<file path="src/rtl/phys_reg_free_list.sv">
// rtl/phys_reg_free_list.sv - physical register free list, two release ports, one allocate port
module phys_reg_free_list #(
   parameter int PREG_W   = 6,
   parameter int NUM_PREG = 64,
   parameter int NUM_AREG = 32
) (
   input  logic              clk,
   input  logic              rst,
   input  logic              alloc_req,
   output logic [PREG_W-1:0] alloc_preg,
   output logic              alloc_valid,
   output logic              stall,
   input  logic              free_valid_0,
   input  logic [PREG_W-1:0] free_preg_0,
   input  logic              free_valid_1,
   input  logic [PREG_W-1:0] free_preg_1,
   output logic [PREG_W:0]   free_count,
   output logic              overflow
);

   // Tags not mapped to an architectural register at reset are the initial free pool.
   localparam int FREE_INIT = NUM_PREG - NUM_AREG;
   localparam logic [PREG_W+1:0] DEPTH = (PREG_W+2)'(NUM_PREG);

   logic [PREG_W-1:0] mem [NUM_PREG];
   logic [PREG_W-1:0] head;
   logic [PREG_W-1:0] tail;
   logic [PREG_W:0]   count;
   logic              ovf_q;

   logic              pop;
   logic              qual_0;
   logic              qual_1;
   logic              acc_0;
   logic              acc_1;
   logic              drop;
   logic [PREG_W+1:0] base;
   logic [PREG_W+1:0] room;
   logic [1:0]        n_push;
   logic [PREG_W-1:0] wr_ptr_1;

   // Pointer advance modulo NUM_PREG, so non-power-of-two depths wrap correctly.
   function automatic logic [PREG_W-1:0] ptr_add(input logic [PREG_W-1:0] p, input logic [1:0] n);
      logic [PREG_W+1:0] s;
      s = {2'b00, p} + {{PREG_W{1'b0}}, n};
      if (s >= DEPTH) begin
         s = s - DEPTH;
      end
      return PREG_W'(s);
   endfunction

   // Pop and push acceptance; the same-cycle pop frees a slot before capacity is checked,
   // and when only one slot remains port 0 wins it.
   always_comb begin
      pop      = alloc_req && (count != '0);
      qual_0   = free_valid_0 && (free_preg_0 != '0);
      qual_1   = free_valid_1 && (free_preg_1 != '0);
      base     = {1'b0, count} - {{(PREG_W+1){1'b0}}, pop};
      room     = DEPTH - base;
      acc_0    = qual_0 && (room != '0);
      acc_1    = qual_1 && (room >= (acc_0 ? (PREG_W+2)'(2) : (PREG_W+2)'(1)));
      drop     = (qual_0 && !acc_0) || (qual_1 && !acc_1);
      n_push   = {1'b0, acc_0} + {1'b0, acc_1};
      wr_ptr_1 = acc_0 ? ptr_add(tail, 2'd1) : tail;
   end

   // FIFO state: reset reloads the initial free pool, otherwise pushes and pop update independently.
   always_ff @(posedge clk or posedge rst) begin
      if (rst) begin
         for (int i = 0; i < NUM_PREG; i++) begin
            if (i < FREE_INIT) begin
               mem[i] <= PREG_W'(NUM_AREG + i);
            end else begin
               mem[i] <= '0;
            end
         end
         head  <= '0;
         tail  <= PREG_W'(FREE_INIT);
         count <= (PREG_W+1)'(FREE_INIT);
         ovf_q <= 1'b0;
      end else begin
         if (acc_0) begin
            mem[tail] <= free_preg_0;
         end
         if (acc_1) begin
            mem[wr_ptr_1] <= free_preg_1;
         end
         if (pop) begin
            head <= ptr_add(head, 2'd1);
         end
         tail  <= ptr_add(tail, n_push);
         count <= count + (PREG_W+1)'(n_push) - (PREG_W+1)'(pop);
         if (drop) begin
            ovf_q <= 1'b1;
         end
      end
   end

   // Outputs come from registered state only; stall alone also looks at alloc_req.
   always_comb begin
      alloc_preg  = mem[head];
      alloc_valid = (count != '0);
      stall       = alloc_req && (count == '0);
      free_count  = count;
      overflow    = ovf_q;
   end

endmodule

</file>
<file path="config.mk">
export PLATFORM = sky130hd
export DESIGN_NAME = phys_reg_free_list
export DESIGN_NICKNAME = d
export VERILOG_FILES = /design/src/rtl/phys_reg_free_list.sv
export SDC_FILE = /design/constraint.sdc
export NUM_CORES = 1
export LEC_CHECK = 0
export BUFFER_PORTS_ARGS = -buffer_cell sky130_fd_sc_hd__buf_4
export CORE_UTILIZATION = 50
export CTS_CLUSTER_SIZE = 14
export DETAILED_ROUTE_END_ITERATION = 12
export PLACE_DENSITY_LB_ADDON = 0.2
export SYNTH_ARGS = -nofsm -noshare
export SYNTH_HDL_FRONTEND = slang
export SYNTH_SLANG_ARGS = --single-unit
</file>
<file path="constraint.sdc">
create_clock -name clk -period 14.91 [get_ports clk]
set_input_delay 2.982 -clock clk [delete_from_list [all_inputs] [get_ports clk]]
set_output_delay 2.982 -clock clk [all_outputs]
set_load 0.05 [all_outputs]
</file>
==> results of run 1 <==
## final cells by class
cell class	instances	area (um2)
well taps	615	769
clock inverters	12	91.3
repair buffers	47	365
multi-input cells	1259	13600
fillers	3865	21500
clock buffers	67	1350
flip-flops and latches	404	10300
inverters	25	101
## synthesized netlist by cell type, drive strengths merged, types with 5 or more instances
cell type,n,area share (%)
nand2,87,1.3
xnor2,10,0.36
clkbuf,102,1.6
mux2i,24,0.98
o21ai,23,0.51
and2,6,0.15
or4,9,0.28
or2,8,0.20
nand3,17,0.35
nor2b,5,0.13
ha,21,1.1
a21o,6,0.18
nand2b,18,0.46
dfrtp,290,30
dfstp,114,12
nor3,35,0.82
xor2,5,0.18
mux4,126,12
nor2,71,1.5
inv,25,0.38
mux2,721,33
a21oi,21,0.44
buf,45,0.91
a211oi,5,0.15
o31ai,5,0.21
o21a,7,0.21
## cells by family (layout without fill, tap and decap cells)
kind of cell / count (synthesis) / in the layout
multiplexers: 871 / 871
flip-flops: 404 / 404
AND/OR/NAND/NOR: 271 / 271
buffers and inverters: 172 / 151
AO/OA/AOI/OAI: 79 / 79
adder cells (fa/ha/maj): 23 / 23
XOR/XNOR: 15 / 15
## cell usage in the layout, fill, tap and decap left out, drive strengths merged, types with 2 or more instances in the layout
cell       n
mux4     126
o31a       2
mux2i     24
nor2      71
xor2       5
nor4       2
dfstp    114
o21a       7
fa         2
nand3b     2
or3        2
nand4b     2
a211oi     5
and2       6
a21oi     21
mux2     721
nor3      35
o31ai      5
a2111oi    2
nand2     87
nand3     17
o21ai     23
ha        21
buf       47
and3       2
nand2b    18
a21o       6
inv       26
or4        9
nand4      2
dfrtp    290
clkinv     9
clkbuf    67
or2        8
nor2b      5
o211ai     2
xnor2     10
## flip-flops by register name (all words and copies together), names as in the netlist
name        cells
head            6
mem           384
tail            6
free_count      7
overflow        1
## power breakdown
part,total (W),leakage (nW),internal (W),switching (W)
sequential,0.00207,4.81,0.00168,0.000387
clock,0.00110,0.717,0.000641,0.000463
combinational,0.00262,5.28,0.00142,0.00120
## metal layers
metal	routed length, um	track usage (%)	vias to the layer above
li1	-	-	6727
met1	29400	37.7	8139
met2	32300	45.2	404
met3	3170	4.54	112
met4	1710	7.49	2
met5	13	0	-
## per-stage QoR
step	cells	power, W	instance area, um2	hold WS [ns]
finish	2429	0.00579	26500	0.501
floorplan	1835	0.00398	24500	0.524
CTS	2429	0.00581	26500	0.500
detailed placement	2350	0.00470	25100	0.487
global placement	2350	0.00461	25100	0.490
global route	2429	0.00608	26500	0.537
## worst max-delay path by stage
stage              start       endpoint  cells past startpoint
6_report       alloc_req  free_count[6]                     30
5_1_grt        alloc_req  free_count[6]                     30
4_1_cts          head[0]  alloc_preg[1]                      6
3_5_place_dp   alloc_req  free_count[6]                     30
3_3_place_gp   alloc_req  free_count[6]                     30
2_1_floorplan        rst  free_count[0]                      1
==> impl_metrics.json, run 1 <==
{
  "route.detailed.drc": 0,
  "critical_path_class": "in2reg",
  "synth-seq-cells": 404,
  "max_stage_delay_ns": 0.43,
  "synth-compound-area-share_pct": 2.31,
  "cts_tree": "built",
  "first_pass_iters": 5,
  "crit_required_ns": 15.41,
  "crit_slowest_cell": "buf_4",
  "port_buffers": 32,
  "timing.final.crit_share_pct": 53.2,
  "cts-root-buf": "clkbuf_16",
  "start_util_pct": 51.1,
  "vdd_drop_max_mv": 0.0968,
  "status": "finished, final reports clean",
  "cts_hold_buf": 0,
  "final.setup.tns_ns": 0,
  "grt_util_all_layers_pct": 27.5,
  "grt_pass1_wl_mm": 104,
  "grt_pass1_vias": 16100,
  "period_needed_ns": 7.92,
  "finalHoldViolCount": 0,
  "critPathArrivalTime_ns": 8.43,
  "die-area_um2": 50000,
  "fin_nets": 1823,
  "synth_edf_count": 0,
  "rsz0062_at_grt": "false",
  "drive_above_1_share_pct": 60.5,
  "drt_wl_total_mm": 66.6,
  "synth.area.mux_share_pct": 45.6,
  "min_to": "overflow",
  "cts_post_setup_buffers_inserted": 0,
  "ctsLongestPathBuffers": 3,
  "worst_pin_slew_ns": 1.24,
  "drv_slew": 0,
  "clock_latency_ns": 0.59,
  "io_pins": 33,
  "ys_warn_count": 0,
  "power.leakage_nw": 10.8,
  "cts_resized": 0,
  "synthesis.nets": 1875,
  "core_um2": 48000,
  "cp_top_family": "adder cells",
  "hp-class": "reg2reg",
  "numCtsBuffers": 46,
  "synthCells": 1835,
  "reg2reg_from": "free_count[3]",
  "clock-sinks": 404,
  "synthAdderAreaFrac_pct": 1.23,
  "skew_ns": 0.0158,
  "max_slew_margin_pct": 17.0,
  "reg2reg_depth": 32,
  "die_y_um": 224,
  "hpwl_mm": 41.5,
  "synth_area_per_cell_um2": 13.4,
  "max_cap_viol_count": 0,
  "synthesis.area_um2": 24500,
  "cts_max_level": 2,
  "synth_top_family_by_area": "multiplexers",
  "async_flop_share_pct": 100,
  "finalWorstSetupSlack_ns": 6.99,
  "path_buf_inv": 8,
  "syn2layout_area_growth_pct": 8.10,
  "pre_cts_slack_ns": 6.45,
  "grt_max_degree": 150,
  "fin_util_pct": 55.2,
  "place.gp.congestion": 0.894,
  "start_kind": "input pin",
  "ant_nets": 0,
  "drt-initial-drc-count": 1061,
  "synthSimpleGateAreaFrac_pct": 5.68,
  "yosys_most_used_dff": "dfrtp_1",
  "antennaDiodeCount": 0,
  "whs_path_depth": 1,
  "ys_seq_area_share_pct": 41.8,
  "antenna_found_initial": 1,
  "clkTransAtPathRegs_ns": 0.06,
  "grt_overflow": 0,
  "die_w_um": 224,
  "critPathMaxFanout": 41,
  "hold_start": "overflow",
  "vias_per_cell": 6.33,
  "rows": 80,
  "finalSetupViolCount": 0,
  "clock.fmax_ghz": 0.126,
  "cellPowerDensity_nw_per_um2": 218,
  "worstSetupEndpointType": "flop",
  "wire_per_inst_um": 27.4,
  "synth_xor_area_share_pct": 0.535,
  "rrSetupSlack_ns": 8.48,
  "vias": 15400,
  "reg2reg_to": "free_count[6]",
  "synth.distinct_cells": 62
}
Note: power is estimated with default switching activity, not from simulation.
==> run 2: changes to the inputs <==
clock period = 7.2 ns   (was 14.91 ns; I/O delays follow)
==> run 2 against run 1 <==
Effect of this change:
- global-route usage up 0.34 points
- largest cell class unchanged
- sequential share of layout area down 0.22 points
- largest power group unchanged
- final area up 0.56%
- critical endpoint unchanged
- combinational power up 110%
- first-iteration DRC count up 10%
==> impl_metrics.json, run 2 (synthesis gave the netlist of run 1 again) <==
{
  "antenna_found_initial": 3,
  "cts-root-buf": "clkbuf_16",
  "critical_path_class": "in2reg",
  "clock.fmax_ghz": 0.169,
  "top_register": "mem",
  "start_util_pct": 51.1,
  "timing.final.crit_share_pct": 82.4,
  "postPlaceCellArea_um2": 25200,
  "max_stage_delay_ns": 0.39,
  "fin_area_um2": 26700,
  "max_cap_viol_count": 0,
  "drive_above_1_share_pct": 60.8,
  "final_common_cell": "mux2_2",
  "io_pins": 33,
  "die_y_um": 224,
  "wire_per_inst_um": 27.7,
  "finalHoldViolCount": 0,
  "period_needed_ns": 5.93,
  "grt_pass1_vias": 16200,
  "drv_slew": 0,
  "status": "finished, final reports clean",
  "worstSetupEndpointType": "flop",
  "critPathMaxFanout": 14,
  "layout_common_cells": "mux2_2 (697), dfrtp_1 (287), mux4_2 (126), dfstp_2 (114), nand2_1 (87)",
  "first_pass_iters": 5,
  "clock-sinks": 404,
  "route.detailed.drc": 0,
  "cts_resized": 0,
  "skew_ns": 0.0162,
  "hpwl_mm": 41.4,
  "rows": 80,
  "die_w_um": 224,
  "vdd_drop_max_mv": 0.233,
  "ant_nets": 0,
  "clkTransAtPathRegs_ns": 0.06,
  "crit_slowest_cell": "ha_1",
  "numCtsBuffers": 45,
  "grt_pass1_wl_mm": 104,
  "power.leakage_nw": 10.9,
  "port_buffers": 32,
  "ctsLongestPathBuffers": 3,
  "max_slew_margin_pct": 11.1,
  "cts_tree": "built",
  "cellPowerDensity_nw_per_um2": 454,
  "worst_pin_slew_ns": 1.32,
  "fin_nets": 1828,
  "grt_util_all_layers_pct": 27.8,
  "core_um2": 48000,
  "clock_latency_ns": 0.59,
  "die-area_um2": 50000,
  "cts_post_setup_buffers_inserted": 0,
  "crit_required_ns": 7.70,
  "drt-initial-drc-count": 1168,
  "place.gp.congestion": 0.857,
  "rsz0062_at_grt": "false",
  "start_kind": "input pin",
  "grt_max_degree": 153,
  "hp-class": "reg2reg",
  "largest_reg_flops": 384,
  "critPathArrivalTime_ns": 6.44,
  "grt_overflow": 0,
  "finalSetupViolCount": 0,
  "cts_max_level": 2,
  "syn2layout_area_growth_pct": 8.71,
  "final.setup.tns_ns": 0,
  "vias_per_cell": 6.33,
  "drt_wl_total_mm": 67.6,
  "cts_hold_buf": 0,
  "antennaDiodeCount": 0,
  "vias": 15500
}
-- run 2: cell types whose count changed in the layout (fill, tap and decap cells not counted), sizes merged --
cell	previous run	this run
buf	47	53
inv	26	25
clkinv	9	10
clkinvlp	1	2
clkbuf	67	71
-- run 2: area by class of cell --
class	count	area, um2
inverter	25	97.6
clock buffer	71	1420
fill	3954	21400
sequential	404	10300
clock inverter	13	96.3
multi-input combinational	1259	13600
timing repair buffer	53	448
tap	615	769
-- run 2: report_power, final --
group / switching (W) / leakage (nW) / internal, W
combinational: 0.00246 / 5.31 / 0.00297
clock: 0.000963 / 0.756 / 0.00139
sequential: 0.000849 / 4.81 / 0.00348
-- run 2: stage by stage --
stage               power [W]  worst slack, ns  instances  util, %  hold WS [ns]
detailed placement    0.00977            0.715       2356     52.4         0.495
floorplan             0.00824            0.411       1835        -         0.524
CTS                    0.0121             1.31       2440     55.5         0.508
finish                 0.0121             1.27       2440     55.5         0.504
global route           0.0127            0.848       2440     55.5         0.526
global placement      0.00959            0.822       2356     52.4         0.488
-- run 2: critical path: cells and delay by family --
kind | cells | cell delay (ns)
AOI/OAI and AO/OA | 6 | 1.21
adders and majority gates | 7 | 1.94
muxes | 1 | 0.38
xor gates and xnor gates | 1 | 0.15
buffers and inverters | 7 | 0.64
and+or+nand+nor | 7 | 0.67
-- run 2: layer usage --
| layer | vias up | wire length, um | global-route usage, % | share of wire (%) |
|---|---|---|---|---|
| li1 | 6725 | - | - | - |
| met1 | 8139 | 29800 | 38.4 | 44 |
| met2 | 481 | 31900 | 44.9 | 47 |
| met3 | 105 | 4010 | 5.02 | 5.9 |
| met4 | 2 | 1870 | 8.09 | 2.8 |
| met5 | - | 17 | 0 | 0.025 |
-- run 2: path summary, 6_finish.rpt --
check | start | end | slack, ns | cells past startpoint
min in group asynchronous | rst | mem[267] | 1.07 | 3
hold / removal | overflow | overflow | 0.50 | 1
max in group asynchronous | rst | mem[351] | 4.64 | 4
setup / recovery | alloc_req | free_count[6] | 1.27 | 29
hold reg to reg | overflow | overflow | 0.50 | 1
setup reg to reg | free_count[3] | free_count[6] | 1.28 | 31
==> run 3: changes to the inputs <==
ABC_AREA = 1   (was not set)
clock period = 5.8 ns   (was 7.2 ns; I/O delays follow)
==> run 3 against run 2 <==
Effect of this change:
- worst setup slack got worse by 0.80 ns
- final area rose by 0.87%
- final cell count rose by 74%
- largest power group unchanged
==> impl_metrics.json, run 3 <==
{
  "place.gp.congestion": 0.945,
  "status": "finished, final reports clean",
  "grt_util_all_layers_pct": 35.7,
  "drt_wl_total_mm": 90.0,
  "max_slew_margin_pct": 14.3,
  "clkTransAtPathRegs_ns": 0.06,
  "power.leakage_nw": 12.9,
  "path_buf_inv": 8,
  "first_pass_iters": 6,
  "start_kind": "flop",
  "vdd_drop_max_mv": 0.361,
  "io_pins": 33,
  "place_inst": 4158,
  "cts_max_level": 2,
  "rows": 81,
  "ys_seq_area_share_pct": 40.8,
  "ant_nets": 0,
  "largest_reg_flops": 384,
  "synth_edf_count": 0,
  "max_stage_delay_ns": 0.54,
  "antennaDiodeCount": 0,
  "crit_required_ns": 6.28,
  "fin_cells": 4243,
  "cellPowerDensity_nw_per_um2": 574,
  "route.detailed.drc": 0,
  "cts_tree": "built",
  "crit_slowest_cell": "dfstp_2",
  "synthesis.nets": 3751,
  "die_y_um": 226,
  "core_um2": 49300,
  "multi_input_area_um2": 13100,
  "clock_latency_ns": 0.61,
  "cp_top_family": "adder cells",
  "vias": 25600,
  "yosys.area.top_type": "dfrtp_1",
  "critPathArrivalTime_ns": 5.81,
  "cts-root-buf": "clkbuf_16",
  "synth.top_cells.by_count": "nand2_1 (1431), o21ai_0 (583), nand3_1 (443), dfrtp_1 (290), nor2_1 (221)",
  "antenna_found_initial": 0,
  "max_cap_viol_count": 0,
  "hp-class": "reg2reg",
  "synth_area_per_cell_um2": 6.77,
  "ys_warn_count": 0,
  "yosysTopAreaCellShare_pct": 28.9,
  "syn2layout_area_growth_pct": 7.17,
  "ff_latch_area_um2": 10300,
  "synthCells": 3711,
  "hpwl_mm": 51.5,
  "fin_nets": 3582,
  "grt_max_degree": 200,
  "synth.distinct_cells": 33,
  "skew_ns": 0.0187,
  "finalSetupViolCount": 0,
  "clock.fmax_ghz": 0.187,
  "timing.final.crit_share_pct": 92.0,
  "layout_common_cells": "nand2_1 (1431), o21ai_0 (582), nand3_1 (443), dfrtp_1 (288), nor2_1 (208)",
  "critical_path_class": "reg2reg",
  "rsz0062_at_grt": "false",
  "port_buffers": 32,
  "synth_area_leaders": "dfrtp_1 (29%), nand2_1 (21%), dfstp_2 (12%)",
  "synthesis.area_um2": 25100,
  "die-area_um2": 51100,
  "grt_pass1_wl_mm": 140,
  "wire_per_inst_um": 21.2,
  "synth-seq-cells": 404,
  "final_common_cell": "nand2_1",
  "fin_util_pct": 54.6,
  "drive_above_1_share_pct": 9.05,
  "synth.most_common_cell": "nand2_1",
  "period_needed_ns": 5.34,
  "die_w_um": 226,
  "finalHoldViolCount": 0,
  "drt-initial-drc-count": 3462,
  "clock-sinks": 404,
  "grt_overflow": 0,
  "critPathMaxFanout": 14,
  "grt_pass1_vias": 24100,
  "cpMostUsedCell": "inv_1",
  "top_register": "mem",
  "nFillCells": 4808,
  "async_flop_share_pct": 100,
  "worstSetupEndpointType": "flop",
  "ctsLongestPathBuffers": 3,
  "worst_pin_slew_ns": 1.28,
  "drv_slew": 0,
  "vias_per_cell": 6.04,
  "numCtsBuffers": 46,
  "cts_hold_buf": 0,
  "start_util_pct": 51.0,
  "yosys_most_used_dff": "dfrtp_1"
}
[run 3: changes by cell type after synthesis, sizes merged, moves of 48 or more]
cell | before | now
buf | 45 | 104
clkbuf | 102 | 210
nand2 | 87 | 1436
nand3 | 17 | 443
mux2 | 721 | 0
o21ai | 23 | 586
nor2 | 71 | 228
inv | 25 | 102
mux4 | 126 | 0
o22ai | 1 | 49
[run 3: repair_timing]
item,4_1_cts,5_1_grt
setup endpoints to repair,0,1
setup buffers,0,0
resized for setup,0,2
[run 3: path summary, 6_finish.rpt]
path                                      end          start  depth (start not counted)  slack, ns
worst max-delay path            free_count[6]  free_count[5]                         34       0.46
worst min-delay path                 overflow       overflow                          2       0.53
worst max register to register  free_count[6]  free_count[5]                         34       0.46
worst min register to register       overflow       overflow                          2       0.53
max in group asynchronous             head[1]            rst                          3       3.76
min in group asynchronous            mem[108]            rst                          2       0.67
[run 3: kinds of logic after synthesis]
group / count (synthesis) / share of synthesized area [%]
buf+inv: 419 / 7.60
fa+ha+maj: 23 / 1.21
compound gates: 704 / 15.0
flops: 404 / 40.8
xor+xnor: 17 / 0.593
simple gates: 2144 / 34.8
[run 3: tightest hold or removal path, cell delays in order, from the launching register on]
cell      delay (ns)
dfrtp_1         0.35
inv_1           0.06
o221ai_1        0.08
[run 3: power breakdown]
part | switching (W) | total [W] | internal (W)
sequential | 0.000738 | 0.00499 | 0.00426
combinational | 0.00522 | 0.00746 | 0.00224
clock | 0.00125 | 0.00300 | 0.00175
total | 0.00720 | 0.0154 | 0.00825
[run 3: routing by layer]
metal / GRT usage [%] / vias to the layer above / wire, um
li1: - / 11900 / -
met1: 48.9 / 12000 / 36200
met2: 53.4 / 1501 / 38800
met3: 8.33 / 264 / 10500
met4: 16.7 / 0 / 4430
met5: 0 / - / 0
[run 3: cell type report]
type	count	share of cell area [%]
multi-input cells	2888	48.6
flip-flops and latches	404	38.1
clock buffers	72	5.09
well taps	664	3.09
repair buffers	97	3.08
inverters	105	1.49
clock inverters	13	0.530
[run 3: stage by stage]
| stage | worst slack, ns | cell area, um2 | power, W | hold slack [ns] | setup TNS [ns] |
|---|---|---|---|---|---|
| after floorplan | -0.709 | 25100 | 0.0100 | 0.538 | -205.51 |
| after global placement | 0.181 | 25400 | 0.0120 | 0.510 | 0 |
| after detailed placement | 0.108 | 25400 | 0.0122 | 0.518 | 0 |
| after CTS | 0.396 | 26900 | 0.0152 | 0.531 | 0 |
| after global routing | 0.0190 | 26900 | 0.0165 | 0.568 | 0 |
| final | 0.463 | 26900 | 0.0154 | 0.531 | 0 |
